<file path="src/rtl/spi_bus_arbiter_pkg.sv">
// Shared definitions for the SPI bus arbiter.
// Holds the arbiter FSM state encoding and the SPI master data widths
// (56-bit read buffer, 6-bit register address, 8-bit write data).
package spi_bus_arbiter_pkg;

    localparam int unsigned BUF_W  = 56;
    localparam int unsigned ADDR_W = 6;
    localparam int unsigned DATA_W = 8;

    typedef enum logic [1:0] {
        StIdle = 2'd0,
        StBusy = 2'd1,
        StGap  = 2'd2
    } arb_state_e;

endpackage

</file>
<file path="src/rtl/spi_bus_arbiter_rr_pick.sv">
// Combinational round-robin selector.
// Ports:
//   i_req   - per-requester request bits
//   i_last  - index of the previous owner; search starts just after it
//   o_gnt   - one-hot winner (all-zero when nothing is requested)
//   o_idx   - binary index of the winner
//   o_valid - high when any request is present
module spi_bus_arbiter_rr_pick #(
    parameter int unsigned NREQ  = 2,
    parameter int unsigned IDX_W = 1
) (
    input  logic [NREQ-1:0]  i_req,
    input  logic [IDX_W-1:0] i_last,
    output logic [NREQ-1:0]  o_gnt,
    output logic [IDX_W-1:0] o_idx,
    output logic             o_valid
);

    int unsigned w_cand;

    // Walk the ring starting at last+1; the previous owner is visited last,
    // so it only wins again when nobody else is asking.
    always_comb begin
        o_gnt   = '0;
        o_idx   = '0;
        o_valid = 1'b0;
        w_cand  = 0;
        for (int unsigned k = 1; k <= NREQ; k++) begin
            w_cand = (32'(i_last) + k) % NREQ;
            if (!o_valid && i_req[w_cand]) begin
                o_valid        = 1'b1;
                o_gnt[w_cand]  = 1'b1;
                o_idx          = w_cand[IDX_W-1:0];
            end
        end
    end

endmodule

</file>
<file path="src/rtl/spi_bus_arbiter.sv">
// Round-robin arbiter sharing one SPI master between NREQ requesters.
// Ports:
//   i_sys_clock, i_reset       - clock, synchronous active-high reset
//   i_req/i_req_rw             - per-requester request level and direction (1 = read)
//   i_req_addr/i_req_wdata     - per-requester address (6b each) and write byte (8b each)
//   o_gnt/o_done/o_err         - one-hot owner, completion pulse, watchdog-abort pulse
//   o_rdata                    - master buffer captured at the last completed transaction
//   o_m_enable/o_m_rw/o_m_addr/o_m_wdata - command to the SPI master
//   i_m_sync/i_m_buffer        - master completion strobe and read buffer
module spi_bus_arbiter
    import spi_bus_arbiter_pkg::*;
#(
    parameter int unsigned NREQ      = 2,
    parameter int unsigned TIMEOUT_W = 12,
    parameter int unsigned GAP       = 2
) (
    input  logic                   i_sys_clock,
    input  logic                   i_reset,
    input  logic [NREQ-1:0]        i_req,
    input  logic [NREQ-1:0]        i_req_rw,
    input  logic [ADDR_W*NREQ-1:0] i_req_addr,
    input  logic [DATA_W*NREQ-1:0] i_req_wdata,
    output logic [NREQ-1:0]        o_gnt,
    output logic [NREQ-1:0]        o_done,
    output logic [NREQ-1:0]        o_err,
    output logic [BUF_W-1:0]       o_rdata,
    output logic                   o_m_enable,
    output logic                   o_m_rw,
    output logic [ADDR_W-1:0]      o_m_addr,
    output logic [DATA_W-1:0]      o_m_wdata,
    input  logic                   i_m_sync,
    input  logic [BUF_W-1:0]       i_m_buffer
);

    localparam int unsigned IDX_W = $clog2(NREQ);
    localparam int unsigned GAP_W = 3;

    arb_state_e            r_state, w_state_next;
    logic [NREQ-1:0]       r_gnt, w_gnt_next;
    logic [IDX_W-1:0]      r_owner, w_owner_next;
    logic [IDX_W-1:0]      r_last_owner, w_last_owner_next;
    logic                  r_rw, w_rw_next;
    logic [ADDR_W-1:0]     r_addr, w_addr_next;
    logic [DATA_W-1:0]     r_wdata, w_wdata_next;
    logic [TIMEOUT_W-1:0]  r_wdog, w_wdog_next;
    logic [GAP_W-1:0]      r_gap_cnt, w_gap_cnt_next;
    logic [NREQ-1:0]       r_done, w_done_next;
    logic [NREQ-1:0]       r_err, w_err_next;
    logic [BUF_W-1:0]      r_rdata, w_rdata_next;

    logic [NREQ-1:0]       w_pick_gnt;
    logic [IDX_W-1:0]      w_pick_idx;
    logic                  w_pick_valid;
    logic                  w_wdog_term;

    spi_bus_arbiter_rr_pick #(
        .NREQ  (NREQ),
        .IDX_W (IDX_W)
    ) u_rr_pick (
        .i_req   (i_req),
        .i_last  (r_last_owner),
        .o_gnt   (w_pick_gnt),
        .o_idx   (w_pick_idx),
        .o_valid (w_pick_valid)
    );

    assign w_wdog_term = &r_wdog;

    // Enable falls in the same cycle as m_sync or the terminal count so the
    // master never sees an extra enabled cycle.
    assign o_m_enable = (r_state == StBusy) && !i_m_sync && !w_wdog_term;
    assign o_m_rw     = r_rw;
    assign o_m_addr   = r_addr;
    assign o_m_wdata  = r_wdata;
    assign o_gnt      = r_gnt;
    assign o_done     = r_done;
    assign o_err      = r_err;
    assign o_rdata    = r_rdata;

    always_comb begin
        w_state_next      = r_state;
        w_gnt_next        = r_gnt;
        w_owner_next      = r_owner;
        w_last_owner_next = r_last_owner;
        w_rw_next         = r_rw;
        w_addr_next       = r_addr;
        w_wdata_next      = r_wdata;
        w_wdog_next       = r_wdog;
        w_gap_cnt_next    = r_gap_cnt;
        w_done_next       = '0;
        w_err_next        = '0;
        w_rdata_next      = r_rdata;

        unique case (r_state)
            StIdle: begin
                if (w_pick_valid) begin
                    w_state_next = StBusy;
                    w_gnt_next   = w_pick_gnt;
                    w_owner_next = w_pick_idx;
                    w_rw_next    = i_req_rw[w_pick_idx];
                    w_addr_next  = i_req_addr[w_pick_idx*ADDR_W +: ADDR_W];
                    w_wdata_next = i_req_wdata[w_pick_idx*DATA_W +: DATA_W];
                    w_wdog_next  = '0;
                end
            end
            StBusy: begin
                // m_sync has priority so a coincident terminal count still completes.
                if (i_m_sync) begin
                    w_rdata_next   = i_m_buffer;
                    w_done_next    = r_gnt;
                    w_gnt_next     = '0;
                    w_gap_cnt_next = '0;
                    w_state_next   = StGap;
                end else if (w_wdog_term) begin
                    w_err_next     = r_gnt;
                    w_gnt_next     = '0;
                    w_gap_cnt_next = '0;
                    w_state_next   = StGap;
                end else begin
                    w_wdog_next = r_wdog + TIMEOUT_W'(1);
                end
            end
            StGap: begin
                if (r_gap_cnt == GAP_W'(GAP - 1)) begin
                    w_state_next      = StIdle;
                    w_last_owner_next = r_owner;
                end else begin
                    w_gap_cnt_next = r_gap_cnt + GAP_W'(1);
                end
            end
            default: begin
                w_state_next = StIdle;
            end
        endcase
    end

    always_ff @(posedge i_sys_clock) begin
        if (i_reset) begin
            r_state      <= StIdle;
            r_gnt        <= '0;
            r_owner      <= '0;
            r_last_owner <= IDX_W'(NREQ - 1);
            r_rw         <= 1'b0;
            r_addr       <= '0;
            r_wdata      <= '0;
            r_wdog       <= '0;
            r_gap_cnt    <= '0;
            r_done       <= '0;
            r_err        <= '0;
            r_rdata      <= '0;
        end else begin
            r_state      <= w_state_next;
            r_gnt        <= w_gnt_next;
            r_owner      <= w_owner_next;
            r_last_owner <= w_last_owner_next;
            r_rw         <= w_rw_next;
            r_addr       <= w_addr_next;
            r_wdata      <= w_wdata_next;
            r_wdog       <= w_wdog_next;
            r_gap_cnt    <= w_gap_cnt_next;
            r_done       <= w_done_next;
            r_err        <= w_err_next;
            r_rdata      <= w_rdata_next;
        end
    end

endmodule

</file>
<file path="config.mk">
export PLATFORM = sky130hd
export DESIGN_NAME = spi_bus_arbiter
export DESIGN_NICKNAME = d
export VERILOG_FILES = /design/src/rtl/spi_bus_arbiter_pkg.sv /design/src/rtl/spi_bus_arbiter_rr_pick.sv /design/src/rtl/spi_bus_arbiter.sv
export SDC_FILE = /design/constraint.sdc
export NUM_CORES = 1
export LEC_CHECK = 0
export ABC_AREA = 1
export BUFFER_PORTS_ARGS = -buffer_cell sky130_fd_sc_hd__buf_2
export CELL_PAD_IN_SITES_DETAIL_PLACEMENT = 2
export CELL_PAD_IN_SITES_GLOBAL_PLACEMENT = 2
export CORE_UTILIZATION = 25
export CTS_CLUSTER_DIAMETER = 60
export DETAILED_ROUTE_END_ITERATION = 10
export HOLD_SLACK_MARGIN = 0.03
export PLACE_DENSITY_LB_ADDON = 0.1
export SYNTH_ARGS = -nofsm -noshare
export SYNTH_HDL_FRONTEND = slang
export SYNTH_HIERARCHICAL = 1
export SYNTH_SLANG_ARGS = --single-unit
export TNS_END_PERCENT = 20
</file>
<file path="constraint.sdc">
create_clock -name i_sys_clock -period 1.5 [get_ports i_sys_clock]
set_input_delay 0.3 -clock i_sys_clock [delete_from_list [all_inputs] [get_ports i_sys_clock]]
set_output_delay 0.3 -clock i_sys_clock [all_outputs]
set_load 0.05 [all_outputs]
</file>
==> results.sh, run 1 <==
export IMPL_slew_viol_final=0
export IMPL_worst_hold_slack_ps=210
export IMPL_worstSetupStartpointType="flip-flop"
export IMPL_final_util_pct=36.0
export IMPL_grt_use_total_pct=18.0
export IMPL_skew_ps=8.15
export IMPL_pwr_share_clk_pct=34.3
export IMPL_synth_nets=651
export IMPL_rsz0062_at_grt="true"
export IMPL_syn_area_sq_um=4050
export IMPL_end_kind="output pin"
export IMPL_initial_core_util_pct=25.6
export IMPL_setup_viol=1
export IMPL_num_rows=46
export IMPL_path_cells="ha_4, nand2_4, nor2_4, nand3_4, nand2_4, inv_2, buf_6"
export IMPL_routed_wl_microns=14700
export IMPL_p_seq_share_pct=41.2
export IMPL_ios=169
export IMPL_ant_nets=0
export IMPL_fmax_mhz=598
export IMPL_drc=0
export IMPL_ys_async_sr_fraction_pct=0
export IMPL_leakage_nw=2.56
export IMPL_arrival_ps=1370
export IMPL_grt_pass1_wl_microns=23300
export IMPL_finalWorstSetupSlack_ps=-173
export IMPL_routed_via_density=4.64
export IMPL_cts_root_buf="clkbuf_16"
export IMPL_io_buffers=168
export IMPL_num_nets_final=827
export IMPL_timing_final_crit_share_pct=112
export IMPL_die_w_microns=129
export IMPL_drtPass1Iterations=4
export IMPL_cts_buffers=9
export IMPL_n_antenna_cell=0
export IMPL_power_total_mw=6.86
export IMPL_core_sq_um=15800
export IMPL_grt_pass1_vias=4726
export IMPL_grt_max_degree=62
export IMPL_synth_edf_count=0
export IMPL_fin_crit_ps=1670
export IMPL_cp_buffers_inverters=2
export IMPL_place_gp_congestion=0.724
export IMPL_switching_share_pct=34.2
export IMPL_post_drt_wl_per_cell_microns=15.4
export IMPL_syn_to_final_growth_pct=40.6
export IMPL_clock_path_buffers=2
export IMPL_crit_type="flip-flop to output pin"
export IMPL_fillCellCount=1882
export IMPL_critPathRequiredTime_ps=1200
export IMPL_ys_types=26
export IMPL_clk_pin_slew_ps=70
export IMPL_internal_power_mw=4.52
export IMPL_slew_headroom_pct=74.3
export IMPL_dp_hpwl_microns=10600
export IMPL_tritoncts="done"
export IMPL_ys_seq_area_share_pct=47.4
export IMPL_worstSkewPairLatency_ps=350
export IMPL_cpMostUsedCell="nand2_4"
export IMPL_drive_gt1_share_pct=33.9
export IMPL_die_y_microns=129
export IMPL_cp_slowest_cell="dfxtp_2"
export IMPL_hold_path_class="input port to flip-flop"
export IMPL_cp_top_family="simple AND/OR/NAND/NOR gates"
export IMPL_antenna_found_initial=2
export IMPL_max_stage_delay_ps=350
export IMPL_failed_checks="negative setup slack"
export IMPL_status="finished, violations left"
export IMPL_netSwitchingPower_mw=2.34
export IMPL_die_area_sq_um=16700
export IMPL_cts_sink_count=96
export IMPL_power_density_nw_per_um2=1200
export IMPL_cp_max_fo=2
export IMPL_htree_levels=3
export IMPL_p_comb_share_pct=24.5
export IMPL_drt_initial_drc_count=132
export IMPL_hold_viol=0
export IMPL_syn_inst=557
export IMPL_maxCapViolations=0
export IMPL_via_count=4423
export IMPL_ys_flop_type="dfxtp_1"
export IMPL_grt_overflow=0
export IMPL_synth_yosys_warnings=6
export IMPL_max_vdd_ir_drop_mv=0.433
export IMPL_ys_ff_latch=96
export IMPL_syn_area_per_cell_sq_um=7.28
export IMPL_worst_slew_pin_slew_ps=381
## stage by stage
step	setup TNS, ps	setup slack (ps)	cell area [sq um]	cells
floorplan	0	31.3	4050	557
global placement	0	46.5	5280	934
detailed placement	-99.7	-61.3	5280	934
CTS	-190	-190	5640	953
global route	-638	-244	5700	953
finish	-173	-173	5700	953
## timing repair
action | in CTS | in global routing
buffers inserted | 4 | 0
resized for setup | 12 | 17
pin swaps | 4 | 4
hold buffers | 0 | 0
setup endpoints to repair | 9 | 67
## worst reg2reg max path, cell delays in order, from the launching register on
cell and delay [ps]:
dfxtp_2 350, ha_4 150, nand2_4 60, nor2_4 120
buf_4 120, nand4_1 170, buf_4 200, nand3_1 70
nand2_1 60, inv_1 50, nor2_1 30
## placed cells by master, fill, tap and decap left out, drive strengths merged
master / netlist / final
buf: 14 / 201
o211ai: 1 / 1
clkinv: 0 / 2
nand2: 122 / 122
or2: 1 / 1
nand4: 2 / 2
nor2: 49 / 49
inv: 43 / 45
xor2: 1 / 1
nor3: 5 / 5
bufinv: 0 / 1
a21oi: 104 / 104
o21bai: 2 / 2
o21ai: 18 / 18
nor4: 2 / 2
dfxtp: 96 / 96
nand3: 72 / 72
clkinvlp: 0 / 1
clkbuf: 22 / 9
ha: 3 / 3
## sequential cells by signal, summed over array words and instances (netlist names)
signal,cells
o_done,2
r_gap_cnt,3
r_wdog,12
o_rdata,56
r_state,2
o_gnt,2
o_m_addr,6
r_last_owner,1
r_owner,1
o_m_rw,1
o_err,2
o_m_wdata,8
## path summary, 6_finish.rpt
kind | from | to | slack, ps | cells past startpoint
setup / recovery | r_wdog[1] | o_m_enable | -170 | 7
hold / removal | i_m_buffer[49] | o_rdata[49] | 210 | 3
setup reg to reg | r_wdog[1] | r_wdog[8] | 20 | 10
hold reg to reg | o_rdata[0] | o_rdata[0] | 460 | 2
## routing by layer
layer,track usage (%),vias up,routed length (microns),share of wire (%)
li1,-,2176,-,-
met1,19.5,2134,5990,41
met2,32.4,97,7510,51
met3,6.11,14,979,6.7
met4,6.44,2,197,1.3
met5,0,-,10,0.068
## cell usage after synthesis, types with 3 or more instances
| library cell | n | share of area (%) |
|---|---|---|
| nor2_4 | 4 | 1.1 |
| o21ai_0 | 18 | 2.2 |
| buf_1 | 4 | 0.37 |
| nand2_1 | 116 | 11 |
| buf_2 | 7 | 0.86 |
| nand2_2 | 4 | 0.62 |
| nand3_1 | 70 | 8.6 |
| nor3_1 | 5 | 0.62 |
| a21oi_1 | 104 | 13 |
| clkbuf_1 | 22 | 2.0 |
| nor2_1 | 45 | 4.2 |
| ha_1 | 3 | 0.93 |
| inv_1 | 42 | 3.9 |
| dfxtp_1 | 96 | 47 |
## cells by family after synthesis
group                      share of synthesized area (%)
and+or+nand+nor                                     27.9
adders and majority gates                          0.926
xor gates and xnor gates                           0.216
AOI/OAI and AO/OA                                   15.6
DFF                                                 47.4
buffers and inverters                               7.90
## power groups by stage
stage               Clock (mW)  Sequential, mW  Combinational, mW
global placement             0            2.86               1.60
floorplan                    0            3.37              0.590
finish                    2.35            2.83               1.68
CTS                       2.46            2.83               1.69
detailed placement           0            2.87               1.66
global route              2.55            2.85               1.83
## final cells by class
cell class                 instances  area, sq um  area share [%]
tap                              216          270            4.74
clock inverter                     6         68.8            1.21
multi-input combinational        382         1890            33.1
sequential                        96         1930            33.8
timing repair buffer             201         1160            20.4
clock buffer                       9          225            3.95
inverter                          43          161            2.83
No activity file was read; power rests on OpenSTA's default activity.
==> inputs of run 2 (changes only) <==
--- a/config.mk
+++ b/config.mk
@@ -14,5 +14,6 @@
 export DETAILED_ROUTE_END_ITERATION = 10
 export HOLD_SLACK_MARGIN = 0.03
-export PLACE_DENSITY_LB_ADDON = 0.1
+export PLACE_DENSITY = 0.77
+export SLEW_MARGIN = 20
 export SYNTH_ARGS = -nofsm -noshare
 export SYNTH_HDL_FRONTEND = slang
==> constraint.sdc (replaced) <==
create_clock -name i_sys_clock -period 1.5 [get_ports i_sys_clock]
set_input_delay 0.225 -clock i_sys_clock [delete_from_list [all_inputs] [get_ports i_sys_clock]]
set_output_delay 0.225 -clock i_sys_clock [all_outputs]
set_load 0.05 [all_outputs]
==> results.sh, run 2 (synthesis results as in run 1) <==
export IMPL_most_common_layout_cells="buf_2 (167), nand2_1 (107), a21oi_1 (101)"
export IMPL_hold_viol=0
export IMPL_power_total_mw=7.13
export IMPL_reg2reg_slack_ps=-50
export IMPL_fmax_mhz=625
export IMPL_worst_r2r_path_depth=11
export IMPL_ios=169
export IMPL_core_sq_um=15800
export IMPL_path_cells="ha_4, nand2_4, nor2_4, nand3_4, nand2_4, inv_2, buf_6"
export IMPL_max_vdd_ir_drop_mv=0.573
export IMPL_slew_viol_final=0
export IMPL_dpl_cell_count=929
export IMPL_finalInstanceArea_sq_um=5790
export IMPL_failed_checks="negative setup slack"
export IMPL_cts_buffers=9
export IMPL_initial_core_util_pct=25.6
export IMPL_num_rows=46
export IMPL_final_common_cell="buf_2"
export IMPL_fin_crit_ps=1600
export IMPL_wl_met1_microns=6290
export IMPL_num_nets_final=827
export IMPL_skew_ps=12.0
export IMPL_tritoncts="done"
export IMPL_worstReg2RegEnd="r_wdog[10]"
export IMPL_largest_reg_flops=56
export IMPL_min_path_cells=3
export IMPL_drt_initial_drc_count=130
export IMPL_critPathRequiredTime_ps=1270
export IMPL_worst_hold_slack_ps=136
export IMPL_cts_sink_count=96
export IMPL_post_drt_wl_per_cell_microns=16.8
export IMPL_cpMostUsedCell="nand2_4"
export IMPL_n_antenna_cell=0
export IMPL_place_area_sq_um=5270
export IMPL_top_layer_used="met4"
export IMPL_place_ws_ps=-40.1
export IMPL_die_area_sq_um=16700
export IMPL_grt_pass1_wl_microns=23400
export IMPL_cts_hold_buffers_added=0
export IMPL_finalWorstSetupSlack_ps=-101
export IMPL_arrival_ps=1380
export IMPL_drc=0
export IMPL_path_depth=7
export IMPL_worstSetupStartpointType="flip-flop"
export IMPL_maxCapViolations=0
export IMPL_hold_path_class="input port to flip-flop"
export IMPL_antenna_found_initial=0
export IMPL_final_util_pct=36.6
export IMPL_timing_rr_start="r_wdog[1]"
export IMPL_clock_path_buffers=2
export IMPL_end_kind="output pin"
export IMPL_setup_viol=6
export IMPL_tns_ps=-203
export IMPL_rsz0062_at_grt="true"
export IMPL_drtPass1Iterations=4
export IMPL_ant_nets=0
export IMPL_routed_wl_met2_microns=8740
export IMPL_min_to="o_rdata[17]"
export IMPL_htree_levels=3
export IMPL_grt_pass1_vias=4699
export IMPL_worst_slew_pin_slew_ps=607
export IMPL_grt_overflow=0
export IMPL_slew_headroom_pct=59.5
export IMPL_cp_top_family="flip-flops"
export IMPL_dp_hpwl_microns=11200
export IMPL_crit_type="flip-flop to output pin"
export IMPL_hold_path_startpoint="i_m_buffer[17]"
export IMPL_cp_buffers_inverters=2
export IMPL_syn_to_final_growth_pct=42.9
export IMPL_routed_wl_microns=16000
export IMPL_timing_final_crit_share_pct=107
export IMPL_dr_wl_met3_microns=550
export IMPL_die_w_microns=129
export IMPL_clk_pin_slew_ps=70
export IMPL_drive_gt1_share_pct=34.3
export IMPL_place_gp_congestion=0.772
export IMPL_leakage_nw=2.60
export IMPL_io_buffers=168
export IMPL_die_y_microns=129
export IMPL_cp_max_fo=2
export IMPL_power_density_nw_per_um2=1230
export IMPL_fin_cells=954
export IMPL_max_stage_delay_ps=360
export IMPL_worstSkewPairLatency_ps=360
export IMPL_status="finished, violations left"
export IMPL_cts_root_buf="clkbuf_16"
export IMPL_cp_slowest_cell="dfxtp_4"
export IMPL_grt_use_total_pct=18.2
export IMPL_via_count=4549
export IMPL_routed_via_density=4.77
export IMPL_grt_max_degree=73
-- run 2: cell type report --
type	count	area, sq um
tap	216	270
multi-input combinational	383	1920
clock inverter	6	91.3
fill	1863	10000
timing repair buffer	200	1190
inverter	43	164
sequential	96	1930
clock buffer	10	229
-- run 2: worst max-delay path by stage --
stage              start          to
6_report       r_wdog[1]  o_m_enable
5_1_grt        r_wdog[1]  o_m_enable
4_1_cts        r_wdog[1]  o_m_enable
3_5_place_dp   r_wdog[1]   r_wdog[0]
3_3_place_gp   r_wdog[1]   r_wdog[0]
2_1_floorplan  r_wdog[1]  o_m_enable
-- run 2: worst min-delay path, cell delays in order --
cell and delay (ps):
buf_2 90, nand3_1 70, a21oi_1 60
-- run 2: power breakdown --
part	internal (mW)	leakage [nW]	switching, mW	total, mW
clock	1.47	0.157	1.05	2.53
combinational	0.522	1.66	1.25	1.78
sequential	2.73	0.785	0.102	2.83
total	4.72	2.60	2.41	7.13
-- run 2: repair_timing --
action,4_1_cts,5_1_grt
pin swaps,4,6
endpoints found under the setup margin,9,48
cloned,0,2
resized for setup,13,23
setup buffers,3,4
-- run 2: layer usage --
| layer | vias up | track usage [%] |
|---|---|---|
| met5 | - | 0 |
| met4 | 0 | 6.78 |
| met3 | 26 | 3.59 |
| met2 | 98 | 35.8 |
| met1 | 2258 | 18.7 |
| li1 | 2167 | - |
==> inputs of run 3 (changes only) <==
BUFFER_PORTS_ARGS = -buffer_cell sky130_fd_sc_hd__buf_4   (was -buffer_cell sky130_fd_sc_hd__buf_2)
==> results.sh, run 3 (synthesis results as in run 1) <==
export IMPL_ios=169
export IMPL_worst_slew_pin_slew_ps=404
export IMPL_hold_path_class="input port to flip-flop"
export IMPL_num_nets_final=826
export IMPL_p_comb_share_pct=27.2
export IMPL_cts_root_buf="clkbuf_16"
export IMPL_initial_core_util_pct=25.6
export IMPL_finalWorstSetupSlack_ps=-160
export IMPL_min_path_cells=3
export IMPL_dp_hpwl_microns=11300
export IMPL_cp_max_fo=2
export IMPL_power_density_nw_per_um2=1130
export IMPL_finalInstanceArea_sq_um=6120
export IMPL_most_common_layout_cells="buf_4 (193), nand2_1 (112), a21oi_1 (103)"
export IMPL_reg2reg_slack_ps=-40
export IMPL_place_gp_congestion=0.765
export IMPL_crit_type="flip-flop to output pin"
export IMPL_fmax_mhz=602
export IMPL_drive_gt1_share_pct=33.3
export IMPL_grt_pass1_vias=4924
export IMPL_internal_power_mw=4.51
export IMPL_setup_viol=6
export IMPL_grt_use_met1_pct=22.3
export IMPL_failed_checks="negative setup slack"
export IMPL_leakage_nw=2.65
export IMPL_use_met2_pct=36.1
export IMPL_post_drt_wl_per_cell_microns=17.3
export IMPL_max_vdd_ir_drop_mv=0.554
export IMPL_syn_to_final_growth_pct=51.0
export IMPL_dpl_cell_count=928
export IMPL_fin_crit_ps=1660
export IMPL_pwr_share_clk_pct=31.9
export IMPL_maxCapViolations=0
export IMPL_fin_cells=952
export IMPL_cts_buffers=9
export IMPL_worstReg2RegEnd="r_wdog[9]"
export IMPL_p_seq_share_pct=40.9
export IMPL_arrival_ps=1440
export IMPL_final_common_cell="buf_4"
export IMPL_switching_share_pct=34.9
export IMPL_slew_headroom_pct=73.0
export IMPL_io_buffers=168
export IMPL_die_area_sq_um=16700
export IMPL_worstSetupStartpointType="flip-flop"
export IMPL_grt_pass1_wl_microns=25500
export IMPL_place_area_sq_um=5650
export IMPL_tritoncts="done"
export IMPL_min_to="o_rdata[26]"
export IMPL_grt_most_used_layer="met2"
export IMPL_fillCellCount=1822
export IMPL_clock_path_buffers=2
export IMPL_htree_levels=3
export IMPL_largest_reg_flops=56
export IMPL_drtPass1Iterations=4
export IMPL_skew_ps=12.4
export IMPL_die_y_microns=129
export IMPL_n_antenna_cell=0
export IMPL_worstSkewPairLatency_ps=350
export IMPL_grt_overflow=0
export IMPL_hold_viol=0
export IMPL_grt_max_degree=57
export IMPL_use_met3_pct=4.42
export IMPL_critPathRequiredTime_ps=1270
export IMPL_drc=0
export IMPL_grt_use_total_pct=19.8
export IMPL_worst_hold_slack_ps=146
export IMPL_via_count=4535
export IMPL_worst_r2r_path_depth=10
export IMPL_timing_rr_start="r_wdog[1]"
export IMPL_die_w_microns=129
export IMPL_core_sq_um=15800
export IMPL_ant_nets=0
export IMPL_routed_wl_microns=16500
export IMPL_routed_via_density=4.76
export IMPL_end_kind="output pin"
export IMPL_antenna_found_initial=0
export IMPL_slew_viol_final=0
export IMPL_netSwitchingPower_mw=2.42
export IMPL_hold_path_startpoint="i_m_buffer[26]"
export IMPL_status="finished, violations left"
export IMPL_tns_ps=-274
export IMPL_clk_pin_slew_ps=70
export IMPL_rsz0062_at_grt="true"
export IMPL_place_ws_ps=-69.1
export IMPL_cts_sink_count=96
export IMPL_drt_initial_drc_count=183
export IMPL_timing_final_crit_share_pct=111
export IMPL_num_rows=46
run 3: changes by cell type in the layout (fill, tap and decap cells not counted), sizes merged:
cell	delta
buf	+1
bufinv	-2
clkbuf	-1
clkinv	-2
clkinvlp	+2
inv	+1
nand2	-1
run 3: worst max-delay path: stages, from the launching register on:
cell and delay, ps:
dfxtp_2 360, ha_4 160, nand2_4 60, nor2_4 120
nand3_4 110, nand2_8 100, inv_4 30, buf_8 140
run 3: final cells by class:
type	instances	area (sq um)	share of cell area, %
multi-input cells	382	1910	31.1
well taps	216	270	4.42
clock inverters	5	41.3	0.675
repair buffers	200	1580	25.9
flip-flops and latches	96	1930	31.5
inverters	43	166	2.72
clock buffers	10	229	3.74
run 3: power by group through the flow:
stage	clock network, mW	registers, mW	logic (mW)
6_report	2.21	2.84	1.89
5_1_grt	2.41	2.86	2.01
4_1_cts	2.27	2.83	1.87
3_5_place_dp	0	2.88	1.79
3_3_place_gp	0	2.87	1.74
2_1_floorplan	0	3.37	0.590
run 3: worst max-delay path by stage:
stage                  from            to  slack [ps]  depth (start not counted)
2_1_floorplan     r_wdog[1]    o_m_enable         110                          6
3_3_place_gp   r_gap_cnt[1]  r_gap_cnt[1]          -7                          8
3_5_place_dp   r_gap_cnt[1]  r_gap_cnt[0]         -70                          8
4_1_cts           r_wdog[1]    o_m_enable        -140                          7
5_1_grt           r_wdog[1]    o_m_enable        -210                          7
6_report          r_wdog[1]    o_m_enable        -160                          7
run 3: repair_timing:
action / CTS / global route
hold buffers: 0 / 0
setup endpoints to repair: 26 / 49
gates cloned: 1 / 0
pin swaps: 4 / 1
hold endpoints to repair: 0 / 0
gates resized for setup: 16 / 14
setup buffers: 7 / 1
run 3: layer usage:
metal / routed length, microns / up-vias
li1: - / 2178
met1: 6730 / 2235
met2: 8670 / 94
met3: 654 / 28
met4: 418 / 0
met5: 0 / -
run 3: stage by stage:
step                      util [%]  power [mW]
final                         38.7        6.93
after global routing          38.7        7.28
after CTS                     38.3        6.98
after detailed placement      35.7        4.68
after global placement        35.7        4.61
after floorplan                  -        3.96
